### src/rtl/audio_out_pkg.sv
// Shared widths and constants for the audio PWM output path.
// Offset-binary helper used where the scaled sample enters the PWM core.
package audio_out_pkg;

  localparam int SAMPLE_W = 16;
  localparam int PWM_W    = 10;
  localparam int VOL_W    = 4;
  localparam int ERR_W    = SAMPLE_W - PWM_W;
  localparam int PROD_W   = SAMPLE_W + VOL_W + 1;

  localparam logic [SAMPLE_W-1:0] MIDSCALE = 16'h8000;

  function automatic logic [SAMPLE_W-1:0] to_offset(
    input logic [SAMPLE_W-1:0] s
  );
    return {~s[SAMPLE_W-1], s[SAMPLE_W-2:0]};
  endfunction

endpackage

### src/rtl/audio_pwm_out_sync_edge.sv
// Two-flop synchroniser with a rising-edge pulse.
// Pulse is one clk_i cycle per synchronised rising edge.
module sync_edge (
  input  logic clk_i,
  input  logic rst_i,
  input  logic async_i,
  output logic pulse_o
);

  logic s1_q;
  logic s2_q;
  logic prev_q;

  always_ff @(posedge clk_i or posedge rst_i) begin
    if (rst_i) begin
      s1_q   <= 1'b0;
      s2_q   <= 1'b0;
      prev_q <= 1'b0;
    end else begin
      s1_q   <= async_i;
      s2_q   <= s1_q;
      prev_q <= s2_q;
    end
  end

  // Both terms are flop outputs, so the pulse is glitch-free.
  assign pulse_o = s2_q & ~prev_q;

endmodule

### src/rtl/audio_pwm_out.sv
// Audio output stage: sample capture, volume scaling and
// error-feedback PWM on the board audio pin.
module audio_pwm_out
  import audio_out_pkg::*;
(
  input  logic                clk100,
  input  logic                reset,
  input  logic                sample_clk,
  input  logic [SAMPLE_W-1:0] audio_in,
  input  logic [VOL_W-1:0]    volume,
  input  logic                mute,
  output logic                aud_pwm,
  output logic                aud_sd,
  output logic                sample_strobe,
  output logic [PWM_W-1:0]    duty_dbg
);

  logic                       strobe;
  logic signed [SAMPLE_W-1:0] s_reg_q;
  logic signed [SAMPLE_W-1:0] scaled_q;
  logic [SAMPLE_W-1:0]        sample_u_q;
  logic                       v1_q;
  logic                       v2_q;
  logic [PWM_W-1:0]           cnt_q;
  logic [PWM_W-1:0]           duty_q;
  logic [ERR_W-1:0]           err_q;
  logic                       aud_pwm_q;
  logic                       aud_sd_q;

  logic [VOL_W:0]             gain;
  logic signed [PROD_W-1:0]   s_ext;
  logic signed [PROD_W-1:0]   g_ext;
  logic signed [PROD_W-1:0]   prod;
  logic [SAMPLE_W-1:0]        scaled_d;
  logic [SAMPLE_W:0]          sum;
  logic                       unused_prod;

  sync_edge u_sync (
    .clk_i   (clk100),
    .rst_i   (reset),
    .async_i (sample_clk),
    .pulse_o (strobe)
  );

  assign gain  = {1'b0, volume} + (VOL_W+1)'(1);
  assign s_ext = $signed({{(PROD_W-SAMPLE_W){s_reg_q[SAMPLE_W-1]}},
                          s_reg_q});
  assign g_ext = $signed({{(PROD_W-VOL_W-1){1'b0}}, gain});
  assign prod  = s_ext * g_ext;

  // Gain is at most 16, so the >>>4 result always fits the sample width.
  assign scaled_d    = prod[SAMPLE_W+VOL_W-1:VOL_W];
  assign unused_prod = ^{prod[PROD_W-1], prod[VOL_W-1:0]};

  assign sum = {1'b0, sample_u_q}
             + {{(SAMPLE_W+1-ERR_W){1'b0}}, err_q};

  always_ff @(posedge clk100 or posedge reset) begin
    if (reset) begin
      s_reg_q    <= '0;
      scaled_q   <= '0;
      sample_u_q <= MIDSCALE;
      v1_q       <= 1'b0;
      v2_q       <= 1'b0;
    end else begin
      v1_q <= strobe;
      v2_q <= v1_q;
      if (strobe) begin
        s_reg_q <= audio_in;
      end
      if (v1_q) begin
        scaled_q <= scaled_d;
      end
      if (v2_q) begin
        sample_u_q <= mute ? MIDSCALE : to_offset(scaled_q);
      end
    end
  end

  always_ff @(posedge clk100 or posedge reset) begin
    if (reset) begin
      cnt_q     <= '0;
      duty_q    <= '0;
      err_q     <= '0;
      aud_pwm_q <= 1'b0;
      aud_sd_q  <= 1'b0;
    end else begin
      aud_sd_q  <= 1'b1;
      cnt_q     <= cnt_q + PWM_W'(1);
      aud_pwm_q <= (cnt_q < duty_q);
      // Duty and residue only move at the period boundary.
      if (cnt_q == '1) begin
        if (sum[SAMPLE_W]) begin
          duty_q <= '1;
          err_q  <= '0;
        end else begin
          duty_q <= sum[SAMPLE_W-1:ERR_W];
          err_q  <= sum[ERR_W-1:0];
        end
      end
    end
  end

  assign aud_pwm       = aud_pwm_q;
  assign aud_sd        = aud_sd_q;
  assign sample_strobe = strobe;
  assign duty_dbg      = duty_q;

endmodule
### config.mk
export PLATFORM = sky130hd
export DESIGN_NAME = audio_pwm_out
export DESIGN_NICKNAME = d
export VERILOG_FILES = /design/src/rtl/audio_out_pkg.sv /design/src/rtl/audio_pwm_out_sync_edge.sv /design/src/rtl/audio_pwm_out.sv
export SDC_FILE = /design/constraint.sdc
export NUM_CORES = 1
export LEC_CHECK = 0
export BUFFER_PORTS_ARGS = -buffer_cell sky130_fd_sc_hd__buf_2
export CAP_MARGIN = 40
export CELL_PAD_IN_SITES_DETAIL_PLACEMENT = 1
export CELL_PAD_IN_SITES_GLOBAL_PLACEMENT = 1
export CORE_UTILIZATION = 49
export CTS_CLUSTER_SIZE = 16
export DETAILED_ROUTE_END_ITERATION = 10
export PLACE_DENSITY = 0.79
export SYNTH_ARGS = -nofsm -noshare
export SYNTH_HDL_FRONTEND = slang
export SYNTH_HIERARCHICAL = 1
export SYNTH_SLANG_ARGS = --single-unit
### constraint.sdc
create_clock -name clk100 -period 5.3 [get_ports clk100]
set_input_delay 1.06 -clock clk100 [delete_from_list [all_inputs] [get_ports clk100]]
set_output_delay 1.06 -clock clk100 [all_outputs]
set_load 0.005 [all_outputs]
After elaboration in Yosys (flattened, before gate mapping)
Index checks and enable logic that the tools add are counted.
Widths: inputs -> output; s select.
{ "word_totals": {"regBits": 81, "latchBits": 0, "mem_bits_rw": 0, "romBits": 0, "in_bits": 24, "out_inout_bits": 13, "word_cells": 25, "n_memories": 0} }
{ "classes": {"addsub": 3, "multipliers": 1, "div": 0, "n_lt_le_gt_ge": 1, "eq_ne": 1, "n_shift": 0, "mux": 3, "bitwise_logic": 3, "reduce_logical": 0} }
{ "ops": {"columns": ["op", "n"], "rows": [
  ["$mul 16x6->20", 1],
  ["$add 16x6->17", 1],
  ["$mux 16", 1],
  ["$add 10x1->10 const B", 1],
  ["$eq 10x10->1 const B", 1],
  ["$lt 10x10->1", 1],
  ["$mux 10", 1],
  ["$mux 6", 1],
  ["$add 4x1->5 const B", 1],
  ["$not 1->1", 2],
  ["$and 1x1->1", 1]
]} }

Longest topological paths before layout
Gate-level depths: netlist of run 1.
{ "depth": {"depth_word": 2, "mapped_depth": 19, "depth_no_buf": 18} }

Modules after synthesis
Netlist of run 1, hierarchy kept.
{ "modules_own_cells": {"columns": ["mod", "instances", "cells_per_inst", "area_each_um2", "seq_area_each_um2"], "rows": [
  ["audio_pwm_out", 1, 636, 6204.7, 1953.1],
  ["sync_edge", 1, 5, 92.6, 75.1]
]} }

Worst setup path after synthesis of run 1
No wires, ideal clock.
{ "synth_path": {"kind": "input to register", "startpoint": "input volume[0]", "endpoint": "register scaled_q[13]", "setup_time_ns": 0.092, "t_arrival_ns": 4.997, "required_ns": 5.208, "path_slack_ns": 0.211, "stages": 17, "n_path_buf": 1, "cell_sequence": "ha_1 xor2_1 clkbuf_1 and2_1 fa_1 inv_1 fa_1 fa_1 inv_1 ha_1 nor2b_1 o31a_1 o211ai_2 a31oi_2 o21a_1 o21a_1 o31ai_2"} }
{ "synth_via": {"elab_chain_cells": 2} }
{ "synth_rtl": {"columns": ["item", "line_no", "rtl"], "rows": [
  ["from (decl)", "audio_pwm_out.sv:10", "input logic [VOL_W-1:0] volume,"],
  ["$add 4x1->5", "audio_pwm_out.sv:45", "assign gain = {1'b0, volume} + (VOL_W+1)'(1);"],
  ["$mul 16x6->20", "audio_pwm_out.sv:49", "assign prod = s_ext * g_ext;"],
  ["to (signal assigned)", "audio_pwm_out.sv:72", "scaled_q <= scaled_d;"],
  ["to (decl)", "audio_pwm_out.sv:20", "logic signed [SAMPLE_W-1:0] scaled_q;"]
]} }
Every way passes these cells.
A chain may end at the register's enable or synchronous reset.

Final worst setup path of run 1
{ "layout_path": {"startpoint": "input volume[1]", "endpoint": "register scaled_q[13]"} }
The elaborated chain is that of the path after synthesis.

==> impl_metrics.ini, run 1 <==
[status]
outcome = finished, final reports clean

[layout]
finalNetCount = 826
area_growth_syn_to_layout_pct = 13.9
fillers = 1434
drive_gt1_share_pct = 16.9
seq_area_um2 = 2030
layoutNonFillerInstCount = 882
diodes = 0
multi_input_area_um2 = 3820

[critical_path]
reg2reg_from = s_reg_q[3]
r2r_slack_ns = 1.21
r2r_end = scaled_q[13]
critPathMaxFanout = 11
cp.arrival_ns = 5.35
crit_required_ns = 5.55
cpMostUsedCell = ha_1
cp_cell_sequence = buf_2 > ha_1 > buf_4 > and3_1 > and2_1 > ha_1 > fa_1 > inv_1 > fa_1 > inv_1 > ha_1 > a21o_1 > or3_4 > o211ai_2 > a31oi_2 > o21a_1 > o21a_1 > o31ai_2
critical_path_class = in -> reg
slowest_delay_ns = 0.55
r2r_cells = 14
crit_slowest_cell = fa_1
critPathCaptureType = flop
cp-start-kind = input port

[synthesis]
synth.avg_cell_area_um2 = 9.82
ys_ff_latch = 81
synth_top_area_cell = dfrtp_1
synth-edff-count = 0
syn_nets = 762
yosys-top-cells-count = inv_1, dfrtp_1, ha_1, fa_1, and2_1
synthMuxAreaShare_pct = 4.45
syn_area_um2 = 6300
synth-simple-area-share_pct = 15.4
synth_flop_cell = dfrtp_1
synth_compound_area_share_pct = 10.8
synth-xor-area-share_pct = 4.73
yosysMostFrequentCell = inv_1
synth_top_family_by_area = adder cells
yosys-top-cells-area = dfrtp_1, fa_1, ha_1
syn_inst = 641
async_flop_share_pct = 100
synth_top_area_share_pct = 31.8
yosysWarningCount = 6
synth_fa_ha_area_share_pct = 24.9
yosysUniqueCellTypes = 58
synth_seq_area_share_pct = 32.2

[run]
drv_cap = 0

[drt]
drt-wirelength-per-cell_um = 15.4
drc = 0
wirelength_um = 13600
first_pass_iters = 4
drtIter0Drc = 120
num_vias = 4586
drt-vias-per-instance = 5.20
ant_nets = 0

[worst_hold_path]
min_path_cells = 0
min-delay-path-class = reg -> reg
min_to = u_sync/s2_q
hp-start = u_sync/s1_q

[pwr]
vdd_drop_max_uv = 268
power_leakage_nw = 3.52
power_density_nw_per_um2 = 388
power_mw = 2.78

[cts]
cts_made_buffers = 9
cts_root_buf = clkbuf_16
h-tree-depth = 3
clk_pin_slew_ns = 0.07
cts_hold_buffers = 0
cts_buffer_depth = 2
tritoncts = yes
cts_setup_buffers = 0
clock_sinks = 81
cts_resized = 1
clock_latency_ns = 0.34

[global_route]
grt-ovfl-total = 0
antenna_found_initial = 0
grt_pass1_wl_um = 23300
grt_pass1_vias = 5094
grt_max_degree = 50
gr-usage-all-layers_pct = 22.5

[die]
start_util_pct = 50.1
core_um2 = 12600
die_x_um = 115
ios = 37
rows = 41
dieHeight_um = 115
die-area_um2 = 13300

[sta]
fin_ws_ns = 0.201
holdWs_ns = 0.376
fmax_mhz = 196
worstMarginPinSlew_ns = 0.703
finClkSkew_ns = 0.00989
finalSetupViolCount = 0
period_needed_ns = 5.10
slew_headroom_pct = 53.0
final_hold_viol_count = 0
slew_viol_final = 0
fin_crit_sh_pct = 96.2
rsz0062_at_grt = false
setup_tns_ns = 0

[place]
portBuffers = 36
place_congestion = 0.811
hpwlAfterDp_um = 11200
place_ws_ns = -0.387
dp_cells = 866
layout make-up:
class	instances	area share [%]
Tap cell	172	3.00
Timing Repair Buffer	67	5.75
Clock buffer	9	3.14
Sequential cell	81	28.3
Clock inverter	7	0.820
Inverter	111	5.82
Multi-Input combinational cell	435	53.2
cells in the final DEF, fill, tap and decap left out, types with 3 or more instances in the layout:
master | netlist | layout
ha_1 | 50 | 50
and3_1 | 7 | 7
o21ai_0 | 26 | 26
inv_1 | 111 | 110
a21o_1 | 7 | 7
o21a_1 | 8 | 8
xor2_1 | 10 | 9
nor2b_1 | 33 | 33
a31oi_1 | 3 | 3
o21ai_1 | 7 | 7
inv_6 | 0 | 4
nand2b_1 | 8 | 8
a22oi_1 | 6 | 6
nor2_1 | 14 | 14
clkbuf_16 | 0 | 9
nand3_1 | 12 | 12
buf_2 | 1 | 36
buf_4 | 0 | 31
a21oi_1 | 20 | 20
nand2_1 | 38 | 38
nor3_1 | 5 | 5
o31ai_1 | 3 | 3
fa_1 | 47 | 47
xnor2_1 | 24 | 24
or3_1 | 4 | 4
dfrtp_1 | 80 | 80
mux2_2 | 24 | 24
and2_1 | 42 | 42
registers in the layout, summed over array words and instances (netlist names):
register	cells
scaled_q	16
s_reg_q	16
sample_u_q	16
err_q	6
u_sync/s1_q	1
cnt_q	10
u_sync/s2_q	1
v1_q	1
duty_dbg	10
u_sync/prev_q	1
aud_pwm	1
aud_sd	1
v2_q	1
logic make-up (layout without fill, tap and decap cells):
group           Yosys count  after routing
compound gates          103            103
xor+xnor                 34             34
fa+ha+maj                97             97
buf+inv                 125            194
flops                    81             81
mux                      25             25
other cells               1              1
simple gates            175            175
metal layers:
metal | vias to the layer above | global-route usage, % | routed length, um | part of all wire [%]
li1 | 2207 | - | - | -
met1 | 2305 | 24.1 | 5410 | 40
met2 | 60 | 44.2 | 7620 | 56
met3 | 14 | 4.32 | 392 | 2.9
met4 | 0 | 6.49 | 163 | 1.2
met5 | - | 0 | 0 | 0
how the worst max path moves through the flow:
stage                   start      endpoint  slack, ns  cells past startpoint
floorplan           volume[0]  scaled_q[13]       0.21                     17
global placement    volume[0]  scaled_q[13]      -0.18                     17
detailed placement  volume[0]  scaled_q[13]      -0.39                     17
CTS                 volume[0]  scaled_q[13]       0.16                     17
global route        volume[1]  scaled_q[13]      0.009                     18
finish              volume[1]  scaled_q[13]       0.20                     18
power breakdown:
part           internal (mW)  switching (mW)  total, mW
Sequential             0.735          0.0873      0.822
Clock                  0.324           0.260      0.584
Combinational          0.656           0.719       1.37
worst max-delay path: cells and delay by family:
kind            cells  cell delay, ns
simple gates        3            0.90
fa+ha+maj           5            1.90
compound gates      6            1.12
buf+inv             4            0.36
through the flow:
step | utilization, % | instance area (um2)
after floorplan | - | 6300
after global placement | 54.6 | 6860
after detailed placement | 54.7 | 6870
after CTS | 57.0 | 7160
after global routing | 57.1 | 7180
final | 57.1 | 7180
No activity file was read; power rests on OpenSTA's default activity.
==> run 2, diff against run 1 <==
==> constraint.sdc (replaced) <==
create_clock -name clk100 -period 5.3 [get_ports clk100]
set_input_delay 0.53 -clock clk100 [delete_from_list [all_inputs] [get_ports clk100]]
set_output_delay 0.53 -clock clk100 [all_outputs]
set_load 0.005 [all_outputs]
==> impl_metrics.ini, run 2 (same netlist as run 1, synthesis figures left out) <==
[drt]
ant_nets = 0
drtIter0Drc = 178
drt-wirelength-per-cell_um = 15.6
drc = 0
wirelength_um = 13300
num_vias = 4415
drt-vias-per-instance = 5.15
first_pass_iters = 4

[cts]
clock_sinks = 81
cts_buffer_depth = 2
clk_pin_slew_ns = 0.07
cts_made_buffers = 9
cts_setup_buffers = 0
h-tree-depth = 3
cts_root_buf = clkbuf_16
clock_latency_ns = 0.34
cts_hold_buffers = 0
cts_resized = 0
tritoncts = yes

[critical_path]
r2r_slack_ns = 1.22
r2r_end = scaled_q[13]
cp-start-kind = input port
cp.arrival_ns = 5.21
critPathCaptureType = flop
critPathMaxFanout = 16
crit_required_ns = 5.56
r2r_cells = 14
critical_path_class = in -> reg
reg2reg_from = s_reg_q[3]

[place]
hpwlAfterDp_um = 10900
postPlaceCellArea_um2 = 6690
place_congestion = 0.788
dp_cells = 841
portBuffers = 36
place_ws_ns = -0.0256

[layout]
drive_gt1_share_pct = 13.7
diodes = 0
final_util_pct = 55.5
final_common_cell = inv_1
layoutNonFillerInstCount = 857
reg.largest.list = s_reg_q: 16 flops, sample_u_q: 16 flops, scaled_q: 16 flops
finalNetCount = 801
area_growth_syn_to_layout_pct = 10.7
final_cell_mix = inv_1, dfrtp_1, ha_1
finalInstanceArea_um2 = 6970

[die]
start_util_pct = 50.1
core_um2 = 12600
dieHeight_um = 115
die_x_um = 115
die-area_um2 = 13300
ios = 37
rows = 41

[sta]
worstMarginPinSlew_ns = 0.960
finalSetupViolCount = 0
slew_headroom_pct = 35.8
fin_ws_ns = 0.351
slew_viol_final = 0
final_hold_viol_count = 0
period_needed_ns = 4.95
fmax_mhz = 202
fin_crit_sh_pct = 93.4
setup_tns_ns = 0
rsz0062_at_grt = false
holdWs_ns = 0.0583
finClkSkew_ns = 0.00760

[status]
outcome = finished, final reports clean

[global_route]
grt-ovfl-total = 0
grt_max_degree = 61
grt_pass1_wl_um = 23200
antenna_found_initial = 0
gr-usage-all-layers_pct = 22.6
grt_pass1_vias = 4904

[pwr]
power_mw = 2.66
vdd_drop_max_uv = 207
power_leakage_nw = 3.40
power_density_nw_per_um2 = 382

[worst_hold_path]
min-delay-path-class = in -> async

[run]
drv_cap = 0
-- run 2: cell types whose count changed in the layout (fill, tap and decap cells not counted), sizes merged --
cell / change
buf: -25
clkinv: +2
clkinvlp: -2
-- run 2: metal layers --
metal	track usage, %	up-vias	wire length [um]
met5	0	-	0
met4	5.37	0	159
met3	4.69	18	334
met2	42.2	59	7160
met1	26.3	2183	5700
li1	-	2155	-
-- run 2: worst max-delay path by stage --
| stage | startpoint | end | cells after the start |
|---|---|---|---|
| CTS | volume[0] | scaled_q[13] | 17 |
| detailed placement | volume[0] | scaled_q[13] | 17 |
| global placement | volume[0] | scaled_q[13] | 17 |
| floorplan | volume[0] | scaled_q[13] | 17 |
| finish | volume[0] | scaled_q[13] | 17 |
| global route | volume[0] | scaled_q[15] | 17 |
-- run 2: worst max-delay path, cell delays in order --
cell and delay (ns):
buf_2 0.11, ha_1 0.23, xor2_1 0.78, and2_1 0.27, fa_1 0.41, fa_1 0.50, inv_1 0.06, fa_1 0.53
inv_1 0.04, ha_1 0.30, a21o_1 0.20, or3_4 0.34, o211ai_2 0.19, a31oi_2 0.16, o21a_1 0.21, o21a_1 0.18
o31ai_2 0.16
-- run 2: power by group --
group / leakage, nW / internal, mW / switching, mW
clock network: 0.143 / 0.326 / 0.269
logic: 2.23 / 0.566 / 0.678
registers: 1.02 / 0.735 / 0.0911
total: 3.40 / 1.63 / 1.04
-- run 2: layout make-up --
type / instances / area [um2]
Fill cell: 1438 / 5600
Multi-Input combinational cell: 435 / 3800
Sequential cell: 81 / 2030
Inverter: 111 / 418
Clock buffer: 9 / 225
Timing Repair Buffer: 42 / 225
Tap cell: 172 / 215
Clock inverter: 7 / 60.1
